$ cat config.mk
export PLATFORM = sky130hd
export DESIGN_NAME = mem_access_stage
export DESIGN_NICKNAME = d
export VERILOG_FILES = /design/src/rtl/mem_pkg.sv /design/src/rtl/mem_lane_align.sv /design/src/rtl/mem_access_stage.sv
export SDC_FILE = /design/constraint.sdc
export NUM_CORES = 1
export LEC_CHECK = 0
export ABC_AREA = 1
export BUFFER_PORTS_ARGS = -buffer_cell sky130_fd_sc_hd__buf_4
export CAP_MARGIN = 20
export CELL_PAD_IN_SITES_DETAIL_PLACEMENT = 1
export CELL_PAD_IN_SITES_GLOBAL_PLACEMENT = 2
export CORE_ASPECT_RATIO = 1.1
export CORE_MARGIN = 2
export CORE_UTILIZATION = 27
export CTS_CLUSTER_DIAMETER = 30
export DETAILED_ROUTE_END_ITERATION = 10
export PLACE_DENSITY_LB_ADDON = 0.1
export SLEW_MARGIN = 30
export SYNTH_ARGS = -nofsm -noshare
export SYNTH_HDL_FRONTEND = slang
export SYNTH_SLANG_ARGS = --single-unit
$ cat constraint.sdc
create_clock -name clk -period 2.92 [get_ports clk]
set_input_delay 0.73 -clock clk [delete_from_list [all_inputs] [get_ports clk]]
set_output_delay 0.73 -clock clk [all_outputs]
set_load 0.005 [all_outputs]
$ cat src/rtl/mem_pkg.sv
// Shared encodings for the MEM stage: access sizes, FSM states and byte-enable patterns.
package mem_pkg;

   typedef enum logic [1:0] {
      SZ_BYTE = 2'b00,
      SZ_HALF = 2'b01,
      SZ_WORD = 2'b10,
      SZ_RSVD = 2'b11
   } mem_size_e;

   typedef enum logic [1:0] {
      IDLE = 2'b00,
      BUSY = 2'b01,
      DONE = 2'b10
   } mem_state_e;

   localparam logic [3:0] BE_NONE    = 4'b0000;
   localparam logic [3:0] BE_BYTE0   = 4'b0001;
   localparam logic [3:0] BE_HALF_LO = 4'b0011;
   localparam logic [3:0] BE_HALF_HI = 4'b1100;
   localparam logic [3:0] BE_WORD    = 4'b1111;

   // Reserved size code is reported as misaligned so it can never reach the bus.
   function automatic logic is_misaligned(input logic [1:0] size, input logic [1:0] addr_lo);
      case (size)
         SZ_BYTE: return 1'b0;
         SZ_HALF: return addr_lo[0];
         SZ_WORD: return |addr_lo;
         default: return 1'b1;
      endcase
   endfunction

endpackage

$ cat src/rtl/mem_lane_align.sv
// Little-endian lane steering: store-side byte enables and data replication,
// load-side lane extraction with sign or zero extension. Purely combinational.
module mem_lane_align
   import mem_pkg::*;
(
   input  logic [1:0]  i_size,
   input  logic [1:0]  i_addr_lo,
   input  logic [31:0] i_store_data,
   output logic [3:0]  o_be,
   output logic [31:0] o_wdata,
   input  logic [1:0]  i_ld_size,
   input  logic [1:0]  i_ld_addr_lo,
   input  logic        i_ld_unsigned,
   input  logic [31:0] i_rdata,
   output logic [31:0] o_load_data
);

   logic [31:0]        w_shifted;
   logic signed [7:0]  w_byte;
   logic signed [15:0] w_half;

   function automatic logic [31:0] extend_byte(input logic signed [7:0] b, input logic uns);
      return uns ? {24'h0, b} : {{24{b[7]}}, b};
   endfunction

   function automatic logic [31:0] extend_half(input logic signed [15:0] h, input logic uns);
      return uns ? {16'h0, h} : {{16{h[15]}}, h};
   endfunction

   always_comb begin
      o_be    = BE_NONE;
      o_wdata = i_store_data;
      case (i_size)
         SZ_BYTE: begin
            o_be    = BE_BYTE0 << i_addr_lo;
            o_wdata = {4{i_store_data[7:0]}};
         end
         SZ_HALF: begin
            o_be    = i_addr_lo[1] ? BE_HALF_HI : BE_HALF_LO;
            o_wdata = {2{i_store_data[15:0]}};
         end
         SZ_WORD: o_be = BE_WORD;
         default: o_be = BE_NONE;
      endcase
   end

   // Bring the addressed lane down to bit 0 before extending.
   assign w_shifted = i_rdata >> {i_ld_addr_lo, 3'b000};
   assign w_byte    = w_shifted[7:0];
   assign w_half    = w_shifted[15:0];

   always_comb begin
      o_load_data = w_shifted;
      case (i_ld_size)
         SZ_BYTE: o_load_data = extend_byte(w_byte, i_ld_unsigned);
         SZ_HALF: o_load_data = extend_half(w_half, i_ld_unsigned);
         default: o_load_data = i_rdata;
      endcase
   end

endmodule

$ cat src/rtl/mem_access_stage.sv
// MEM stage of the 5-stage MIPS pipeline: req/ack data-memory master with stall and fault.
// Optional stall-cycle counter enabled by defining MEM_PERF_CNT_EN.
module mem_access_stage
   import mem_pkg::*;
#(
   parameter int TIMEOUT_CYCLES = 16,
   parameter int ADDR_W         = 32
) (
   input  logic              clk,
   input  logic              reset,
   input  logic              MemRead_in,
   input  logic              MemWrite_in,
   input  logic              RegWrite_in,
   input  logic              MemtoReg_in,
   input  logic [1:0]        mem_size_in,
   input  logic              mem_unsigned_in,
   input  logic [ADDR_W-1:0] alu_result_in,
   input  logic [31:0]       write_data_in,
   input  logic [4:0]        write_reg_in,
   output logic              dmem_req,
   output logic              dmem_we,
   output logic [ADDR_W-1:0] dmem_addr,
   output logic [3:0]        dmem_be,
   output logic [31:0]       dmem_wdata,
   input  logic [31:0]       dmem_rdata,
   input  logic              dmem_ack,
   output logic              stall_out,
   output logic              RegWrite_out,
   output logic              MemtoReg_out,
   output logic [31:0]       mem_read_data_out,
   output logic [ADDR_W-1:0] alu_result_out,
   output logic [4:0]        write_reg_out,
   output logic              mem_fault_out,
   output logic [31:0]       stall_cycles_out
);

   localparam int CNT_W = $clog2(TIMEOUT_CYCLES + 1);

   mem_state_e        r_state, w_next;
   logic              r_req, r_we, r_fault, r_read;
   logic [ADDR_W-1:0] r_addr;
   logic [3:0]        r_be;
   logic [31:0]       r_wdata, r_rdata;
   logic [CNT_W-1:0]  r_cnt;
   logic [1:0]        r_ld_size, r_ld_lo;
   logic              r_ld_uns;

   logic              w_memop, w_misalign, w_issue, w_we, w_timeout;
   logic [3:0]        w_be;
   logic [31:0]       w_wdata, w_load;

   // A simultaneous read+write request is treated as a read.
   assign w_memop    = MemRead_in | MemWrite_in;
   assign w_we       = MemWrite_in & ~MemRead_in;
   assign w_misalign = is_misaligned(mem_size_in, alu_result_in[1:0]);
   assign w_issue    = w_memop & ~w_misalign;
   assign w_timeout  = (r_cnt == CNT_W'(TIMEOUT_CYCLES - 1));

   mem_lane_align u_align (
      .i_size        (mem_size_in),
      .i_addr_lo     (alu_result_in[1:0]),
      .i_store_data  (write_data_in),
      .o_be          (w_be),
      .o_wdata       (w_wdata),
      .i_ld_size     (r_ld_size),
      .i_ld_addr_lo  (r_ld_lo),
      .i_ld_unsigned (r_ld_uns),
      .i_rdata       (r_rdata),
      .o_load_data   (w_load)
   );

   always_ff @(posedge clk or negedge reset) begin
      if (!reset) r_state <= IDLE;
      else        r_state <= w_next;
   end

   always_comb begin
      w_next = r_state;
      case (r_state)
         IDLE:    if (w_issue) w_next = BUSY;
         BUSY:    if (dmem_ack || w_timeout) w_next = DONE;
         DONE:    w_next = IDLE;
         default: w_next = IDLE;
      endcase
   end

   // Bus registers are loaded at issue and held untouched for the whole BUSY phase.
   always_ff @(posedge clk or negedge reset) begin
      if (!reset) begin
         r_req     <= 1'b0;
         r_we      <= 1'b0;
         r_addr    <= '0;
         r_be      <= BE_NONE;
         r_wdata   <= '0;
         r_rdata   <= '0;
         r_cnt     <= '0;
         r_fault   <= 1'b0;
         r_read    <= 1'b0;
         r_ld_size <= 2'b00;
         r_ld_lo   <= 2'b00;
         r_ld_uns  <= 1'b0;
      end else begin
         case (r_state)
            IDLE: begin
               if (w_issue) begin
                  r_req     <= 1'b1;
                  r_we      <= w_we;
                  r_addr    <= {alu_result_in[ADDR_W-1:2], 2'b00};
                  r_be      <= w_be;
                  r_wdata   <= w_wdata;
                  r_cnt     <= '0;
                  r_read    <= ~w_we;
                  r_ld_size <= mem_size_in;
                  r_ld_lo   <= alu_result_in[1:0];
                  r_ld_uns  <= mem_unsigned_in;
               end
            end
            BUSY: begin
               if (dmem_ack) begin
                  r_rdata <= dmem_rdata;
                  r_req   <= 1'b0;
               end else if (w_timeout) begin
                  r_req   <= 1'b0;
                  r_fault <= 1'b1;
               end else begin
                  r_cnt   <= r_cnt + 1'b1;
               end
            end
            DONE:    r_fault <= 1'b0;
            default: r_fault <= 1'b0;
         endcase
      end
   end

   // RegWrite is suppressed while stalled so the writeback happens once, in DONE.
   always_comb begin
      stall_out         = 1'b0;
      RegWrite_out      = 1'b0;
      mem_fault_out     = 1'b0;
      mem_read_data_out = '0;
      case (r_state)
         IDLE: begin
            stall_out     = w_issue;
            RegWrite_out  = RegWrite_in & ~w_memop;
            mem_fault_out = w_memop & w_misalign;
         end
         BUSY: stall_out = 1'b1;
         DONE: begin
            RegWrite_out      = RegWrite_in & ~r_fault;
            mem_fault_out     = r_fault;
            mem_read_data_out = (r_read && !r_fault) ? w_load : 32'h0;
         end
         default: stall_out = 1'b0;
      endcase
   end

   assign MemtoReg_out   = MemtoReg_in;
   assign alu_result_out = alu_result_in;
   assign write_reg_out  = write_reg_in;
   assign dmem_req       = r_req;
   assign dmem_we        = r_we;
   assign dmem_addr      = r_addr;
   assign dmem_be        = r_be;
   assign dmem_wdata     = r_wdata;

`ifdef MEM_PERF_CNT_EN
   logic [31:0] r_stall_cnt;

   always_ff @(posedge clk or negedge reset) begin
      if (!reset)         r_stall_cnt <= '0;
      else if (stall_out) r_stall_cnt <= r_stall_cnt + 32'd1;
   end

   assign stall_cycles_out = r_stall_cnt;
`else
   assign stall_cycles_out = '0;
`endif

endmodule

### Yosys cells after proc, flatten, opt, wreduce, memory -nomap -nowiden

Cells that the tools add are included.

| word-level totals | value |
|---|---|
| register bits after elaboration | 114 |
| word-level logic and storage cells | 80 |
| bits in read-only memories | 0 |
| memories kept | 0 |
| RAM bits | 0 |
| bits in latches | 0 |
| output and inout port bits | 175 |

| cells by class | value |
|---|---|
| magnitude comparators | 0 |
| reduce and logical (&&, ||, !) cells | 14 |
| multiplexer cells | 26 |
| bitwise gates (word level) | 12 |
| shift-type cells | 2 |
| eq/ne operators | 12 |
| add/sub/neg operators | 1 |
| $mul | 0 |
| div/mod/pow operators | 0 |

Operator list:

| operator | count |
|---|---|
| 32-bit two-way mux | 4 |
| 32-bit one-hot mux with 2 select lines | 2 |
| 32-bit by 5-bit right shift with 16-bit output | 1 |
| 5-bit two-way mux | 3 |
| 4-bit one-hot mux with 3 select lines | 1 |
| 2-bit inequality test (second input constant) | 5 |
| 1-bit one-hot mux with 2 select lines | 5 |
| 5-bit one-hot mux with 2 select lines | 1 |
| 2-bit by 1-bit == test with 1-bit output (second input constant) | 3 |
| 2-bit logical NOT | 3 |
| 1-bit inverter | 6 |
| 2-bit AND reduction | 3 |
| 3-bit AND reduction | 2 |
| 5-bit by 1-bit adder with 5-bit output (second input constant) | 1 |
| 1-bit bitwise AND | 5 |
| 5-bit by 4-bit == test with 1-bit output (second input constant) | 1 |
| 1-bit two-way mux | 5 |
| 2-bit == test (second input constant) | 2 |
| 2-bit two-way mux | 2 |
| 4-bit two-way mux | 1 |
| 2-bit one-hot mux with 2 select lines | 1 |
| 4-bit AND reduction | 1 |
| 1-bit by 2-bit left shift with 4-bit output (first input constant) | 1 |
| 3-bit inequality test (second input constant) | 1 |
| 7 further kinds | 7 |

### Logic depth before layout (Yosys ltp)

| depth | value |
|---|---|
| word-level depth | 6 |
| gate-level depth with buffers | 10 |
| gate-level depth less buffers | 10 |

### Hierarchy

From an unflattened synthesis, not the netlist that was laid out.

| second synthesis, totals | value |
|---|---|
| cells, all modules | 929 |
| area total of the unflattened synthesis | 6630.1 um^2 |

By module, submodules not included:

| module | times used | cells each | area an instance (um^2) |
|---|---|---|---|
| mem_access_stage | 1 | 665 | 5366.4 |
| mem_lane_align | 1 | 264 | 1263.7 |

### Worst setup path before layout

Ideal clock, no wire load.

| path | value |
|---|---|
| kind | input to output |
| start point | in mem_size_in[1] |
| end point | out stall_out |
| stages | 9 |
| buffers on the path | 4 |
| slack | 0.477 ns |
| arrival | 1.713 ns |
| cell sequence | buf_6 > nor2_8 > nor2_2 > nor2_2 > nand2_4 > buf_8 > buf_8 > buf_6 > nand2_1 |

| on the way | value |
|---|---|
| longest elaborated chain between the ends | 5 |

RTL lines:

| element | RTL line | RTL |
|---|---|---|
| start: declaration | mem_access_stage.sv:15 | `input logic [1:0] mem_size_in,` |
| 2-bit == test (tied with other cells) | mem_pkg.sv:25 | `case (size)` |
| 1-bit one-hot mux with 3 select lines * | mem_pkg.sv:25 |  |
| 1-bit inverter * | mem_access_stage.sv:56 | `assign w_issue = w_memop & ~w_misalign;` |
| 1-bit bitwise AND * | mem_access_stage.sv:56 |  |
| 1-bit one-hot mux with 2 select lines * | mem_access_stage.sv:141 | `case (r_state)` |
| end: declaration | mem_access_stage.sv:27 | `output logic stall_out,` |

Every way passes the cells marked *; elsewhere a longest branch is shown, timed or not.

### Worst setup path in the final report

| path | value |
|---|---|
| start point | reg r_ld_lo[0] |
| end point | out mem_read_data_out[0] |

| on the way | value |
|---|---|
| longest elaborated chain between the ends | 5 |

RTL lines:

| element | RTL line | RTL |
|---|---|---|
| start: declaration | mem_access_stage.sv:45 | `logic [1:0] r_ld_size, r_ld_lo;` |
| start signal: assignment | mem_access_stage.sv:114 | `r_ld_lo <= alu_result_in[1:0];` |
| 32-bit by 5-bit right shift with 16-bit output * | mem_lane_align.sv:48 | `assign w_shifted = i_rdata >> {i_ld_addr_lo, 3'b000};` |
| 32-bit two-way mux (on tied branches) | mem_lane_align.sv:27, mem_lane_align.sv:23 |  |
| 32-bit one-hot mux with 2 select lines * | mem_lane_align.sv:54 | `case (i_ld_size)` |
| 32-bit two-way mux * | mem_access_stage.sv:151 | `mem_read_data_out = (r_read && !r_fault) ? w_load : 32'h0;` |
| 32-bit two-way mux * | mem_access_stage.sv:141 |  |
| end: declaration | mem_access_stage.sv:30 | `output logic [31:0] mem_read_data_out,` |

Marked as above.

==> flow_results.org <==
** Run status
- Status :: complete, no violations

** STA
- Dividing the final minimum period by the clock period gives 0.932.
- Summed over all failing endpoints, the final setup total negative slack is 0 ps.
- Relative slew slack :: 0.487
- Setup-violating endpoint count in the final report :: 0
- Clock period minus worst slack :: about 2700 ps
- Number of pins with negative max-slew slack in the final report :: 0
- Final worst clock skew :: about 12 ps
- The final hold violation count is 0.
- Minimum hold slack :: roughly 240 ps
- Setup repair after global routing missed its margin :: false
- At the pin with the least slew margin, the transition time is 766 ps.
- Final worst setup slack :: 198 ps
- Static timing analysis puts the maximum clock frequency at about 0.37 GHz.

** Setup path
- Startpoint types :: flop
- Sum of buffers and inverters on the critical path :: 3
- CP endpoint kind :: output pin
- Beginning of the critical path :: r_ld_lo[0]$_DFFE_PN0P_
- WP data arrival :: 1990 ps
- The slowest stage of the critical path belongs to the cell sky130_fd_sc_hd__a21oi_1.
- Critical path peak fanout :: 29
- By startpoint and endpoint, the worst setup path is classified as flop to output pin.
- Broken down by cell family, the worst path's largest delay share belongs to compound AO/OA/AOI/OAI gates.
- Data required time of the critical path :: 2190 ps
- Traced cell by cell, the critical path runs through inv_1, buf_4, a21oi_1, o21ai_0, a21oi_1, buf_4.
- Worst reg2reg path startpoint :: r_state[1]$_DFFE_PN0P_
- Setup slack on the worst reg-to-reg path comes out at roughly 1000 ps.
- Delay of the slowest cell on the worst path :: between 300 and 400 ps

** CTS
- H-tree levels :: 4
- Count of cells resized by post-cts repair :: 0
- Clock root buffer :: sky130_fd_sc_hd__clkbuf_16
- Clock tree from TritonCTS :: done
- The number of setup buffers added after CTS is 0.
- At the later pin of the worst-skew pair, clock insertion delay measures about 410 ps.
- The tree built by TritonCTS fans out to 114 sinks.
- For this design, the CTS-stage hold fixing added 0 buffers.
- CTS buffer count :: 17
- Clock Path Buffers :: 2
- Register clock-pin slew on the reported worst setup and hold paths :: 50 ps

** GRT
- First-pass GRT wire length :: 31,200 µm
- Initial antenna violation count :: 1
- Entering global routing, the biggest net connects 62 pins.
- Global route overflow :: 0
- Number of global-route vias before repair :: ~5,800
- For this run, the total global-route usage over all layers was measured as 0.169.

** Cells and area
- Layout Area Growth over Synthesis :: 37.4%
- FILL cells :: 2,692
- Inserted Diodes :: 0
- The library cells used most frequently in the layout, excluding fill and tap cells, are sky130_fd_sc_hd__buf_4, sky130_fd_sc_hd__nand2_1, sky130_fd_sc_hd__dfrtp_1.
- For this run, the post-layout net count is 1,036.
- Commonest non-fill, non-tap cell in the layout :: sky130_fd_sc_hd__buf_4
- In the final layout, the share of cells above drive strength 1 is 0.354.

** Place
- GPL Wtd Cong :: 0.809
- Once detailed placement completed, the half-perimeter wirelength came to 14,800 µm.
- OpenSTA, run right after detailed placement, puts the worst setup slack at about 430 ps.
- During placement, the flow inserted port buffers numbering about 240.

** Synthesis
- Avg Synthesized Cell Area :: 8.34 µm²
- Share of synthesized cell area in full adder, half adder and majority cells :: 0.00412
- For this run, the number of Yosys warnings is 0.
- The cell count after synthesis came out at 728.
- Measured against the total synthesized area, the mux share comes to 0.0519.
- For this run, asynchronously set or reset flops after synthesis account for 1.00.
- Yosys reg bits :: 114
- Yosys mapped a number of flops with a built-in enable equal to 0.
- The fraction of the mapped netlist area in compound gates is 0.116.
- Dominant combinational cell family by area after synthesis :: simple AND/OR/NAND/NOR gates
- XOR/XNOR share of the synthesized area :: 0.00144
- Synth unique cells :: 31
- Most used flip-flop cell after synthesis :: sky130_fd_sc_hd__dfrtp_1
- Synthesized area :: 6070 µm²
- Of the synthesized area, sequential elements account for 0.470.
- Of the total synthesized cell area, the portion taken by AND, OR, NAND and NOR gates is 0.214.

** Worst hold path
- The path class of the tightest hold or removal check is input port to async pin.

** Power
- Peak ir drop on the vdd network :: 0.432 mV
- Power spread over the standard cell area amounts to ~860 nW/µm².
- Static leakage power :: between 0.004 and 0.005 µW

** Floorplan
- Placeable core region :: 22,100 µm²
- X dimension of the die :: 147 µm
- The floorplan has 57 rows.
- Total die area :: 23,700 µm²
- Die span in y :: approximately 160 µm
- I/O pin total :: 286
- The initial utilization of the core area, before any placement, comes to 0.275.

** Route
- Final wirelength :: 19,800 µm
- Vias :: 5,467
- Wire per inst :: 16.1 µm
- Drt drc :: 0
- The detailed router finished its first iteration with 160 violations.
- The count of nets left with antenna violations once routing finished came out at 0.
- Routed via count divided by cell count :: 4.45
- Drt first pass iters :: 5

** Flow run
- Across the run, the number of max-cap violations was 0.
==> cells in the mapped netlist (2+ instances only) <==
master,count,area share
sky130_fd_sc_hd__a21oi_1,32,0.026
sky130_fd_sc_hd__a31oi_1,12,0.012
sky130_fd_sc_hd__buf_2,17,0.014
sky130_fd_sc_hd__buf_4,74,0.092
sky130_fd_sc_hd__buf_6,3,0.0056
sky130_fd_sc_hd__buf_8,3,0.0074
sky130_fd_sc_hd__clkbuf_1,11,0.0068
sky130_fd_sc_hd__dfrtp_1,114,0.47
sky130_fd_sc_hd__ha_1,2,0.0041
sky130_fd_sc_hd__inv_1,20,0.012
sky130_fd_sc_hd__inv_2,2,0.0012
sky130_fd_sc_hd__inv_4,2,0.0021
sky130_fd_sc_hd__mux2_2,28,0.052
sky130_fd_sc_hd__nand2_1,217,0.13
sky130_fd_sc_hd__nand2_2,4,0.0041
sky130_fd_sc_hd__nand3_1,30,0.025
sky130_fd_sc_hd__nor2_1,68,0.042
sky130_fd_sc_hd__nor2_2,2,0.0021
sky130_fd_sc_hd__o211ai_1,2,0.0025
sky130_fd_sc_hd__o21ai_0,51,0.042
sky130_fd_sc_hd__o21ai_1,11,0.0091
sky130_fd_sc_hd__o21ai_2,7,0.010
sky130_fd_sc_hd__o31ai_1,8,0.0099
==> path summary, 6_finish.rpt <==
| kind | to | depth (start not counted) |
|---|---|---|
| min reg2reg | dmem_addr[8]$_DFFE_PN0P_ | 2 |
| min in group clk | dmem_addr[8]$_DFFE_PN0P_ | 2 |
| max in group asynchronous | dmem_wdata[0]$_DFFE_PN0P_ | 2 |
| max | mem_read_data_out[0] | 6 |
| max reg2reg | r_rdata[29]$_DFFE_PN0N_ | 5 |
| min | dmem_wdata[14]$_DFFE_PN0P_ | 1 |
==> logic make-up (layout without fill, tap and decap cells) <==
logic type	after synthesis	in the layout
AO/OA/AOI/OAI	125	125
XOR/XNOR	1	1
adder cells (fa/ha/maj)	2	2
buffers and inverters	133	305
flip-flops	114	114
multiplexers	28	28
other	1	34
AND/OR/NAND/NOR	324	324
==> final cells by class <==
type                            count  area (µm²)  share of cell area
Tap cell                          295         369              0.0443
Sequential cell                   114        2850               0.342
Clock buffer                       25         526              0.0630
Timing Repair Buffer              252        1910               0.229
Inverter                           24        95.1              0.0114
Multi-Input combinational cell    514        2490               0.299
Clock inverter                      4        95.1              0.0114
==> per-stage QoR <==
step	std cells	util	total power [µW]	cell area, µm²
6_report	1228	0.377	7210	8340
5_1_grt	1228	0.377	7750	8340
4_1_cts	1228	0.376	7340	8320
3_5_place_dp	1199	0.348	5080	7700
3_3_place_gp	1199	0.348	4990	7700
2_1_floorplan	761	-	3900	6190
==> state kept, by name, summed over array words and instances (netlist names) <==
| register | cells |
|---|---|
| r_state | 2 |
| r_ld_lo | 2 |
| dmem_be | 4 |
| dmem_we | 1 |
| r_ld_size | 2 |
| r_cnt | 5 |
| r_fault | 1 |
| r_rdata | 32 |
| dmem_wdata | 32 |
| dmem_req | 1 |
| r_ld_uns | 1 |
| dmem_addr | 30 |
| r_read | 1 |
==> power by group <==
group / leakage, µW / switching (µW) / internal (µW)
registers: 0.00139 / 496 / 2210
clock network: 0.000307 / 707 / 1490
logic: 0.00260 / 1180 / 1130
total: 0.00430 / 2390 / 4820
==> worst reg2reg max path: cells and delay by family (launching register included) <==
family	cells	cell delay, ps
muxes	1	430
and+or+nand+nor	2	770
buffers and inverters	2	170
DFF	1	390
==> routing by layer <==
layer	vias up	wire length (µm)	global-route usage
li1	2632	-	-
met1	2646	8140	0.197
met2	164	10200	0.299
met3	23	1150	0.0452
met4	2	268	0.0573
met5	-	8	0
Note: power is estimated with default switching activity, not from simulation.
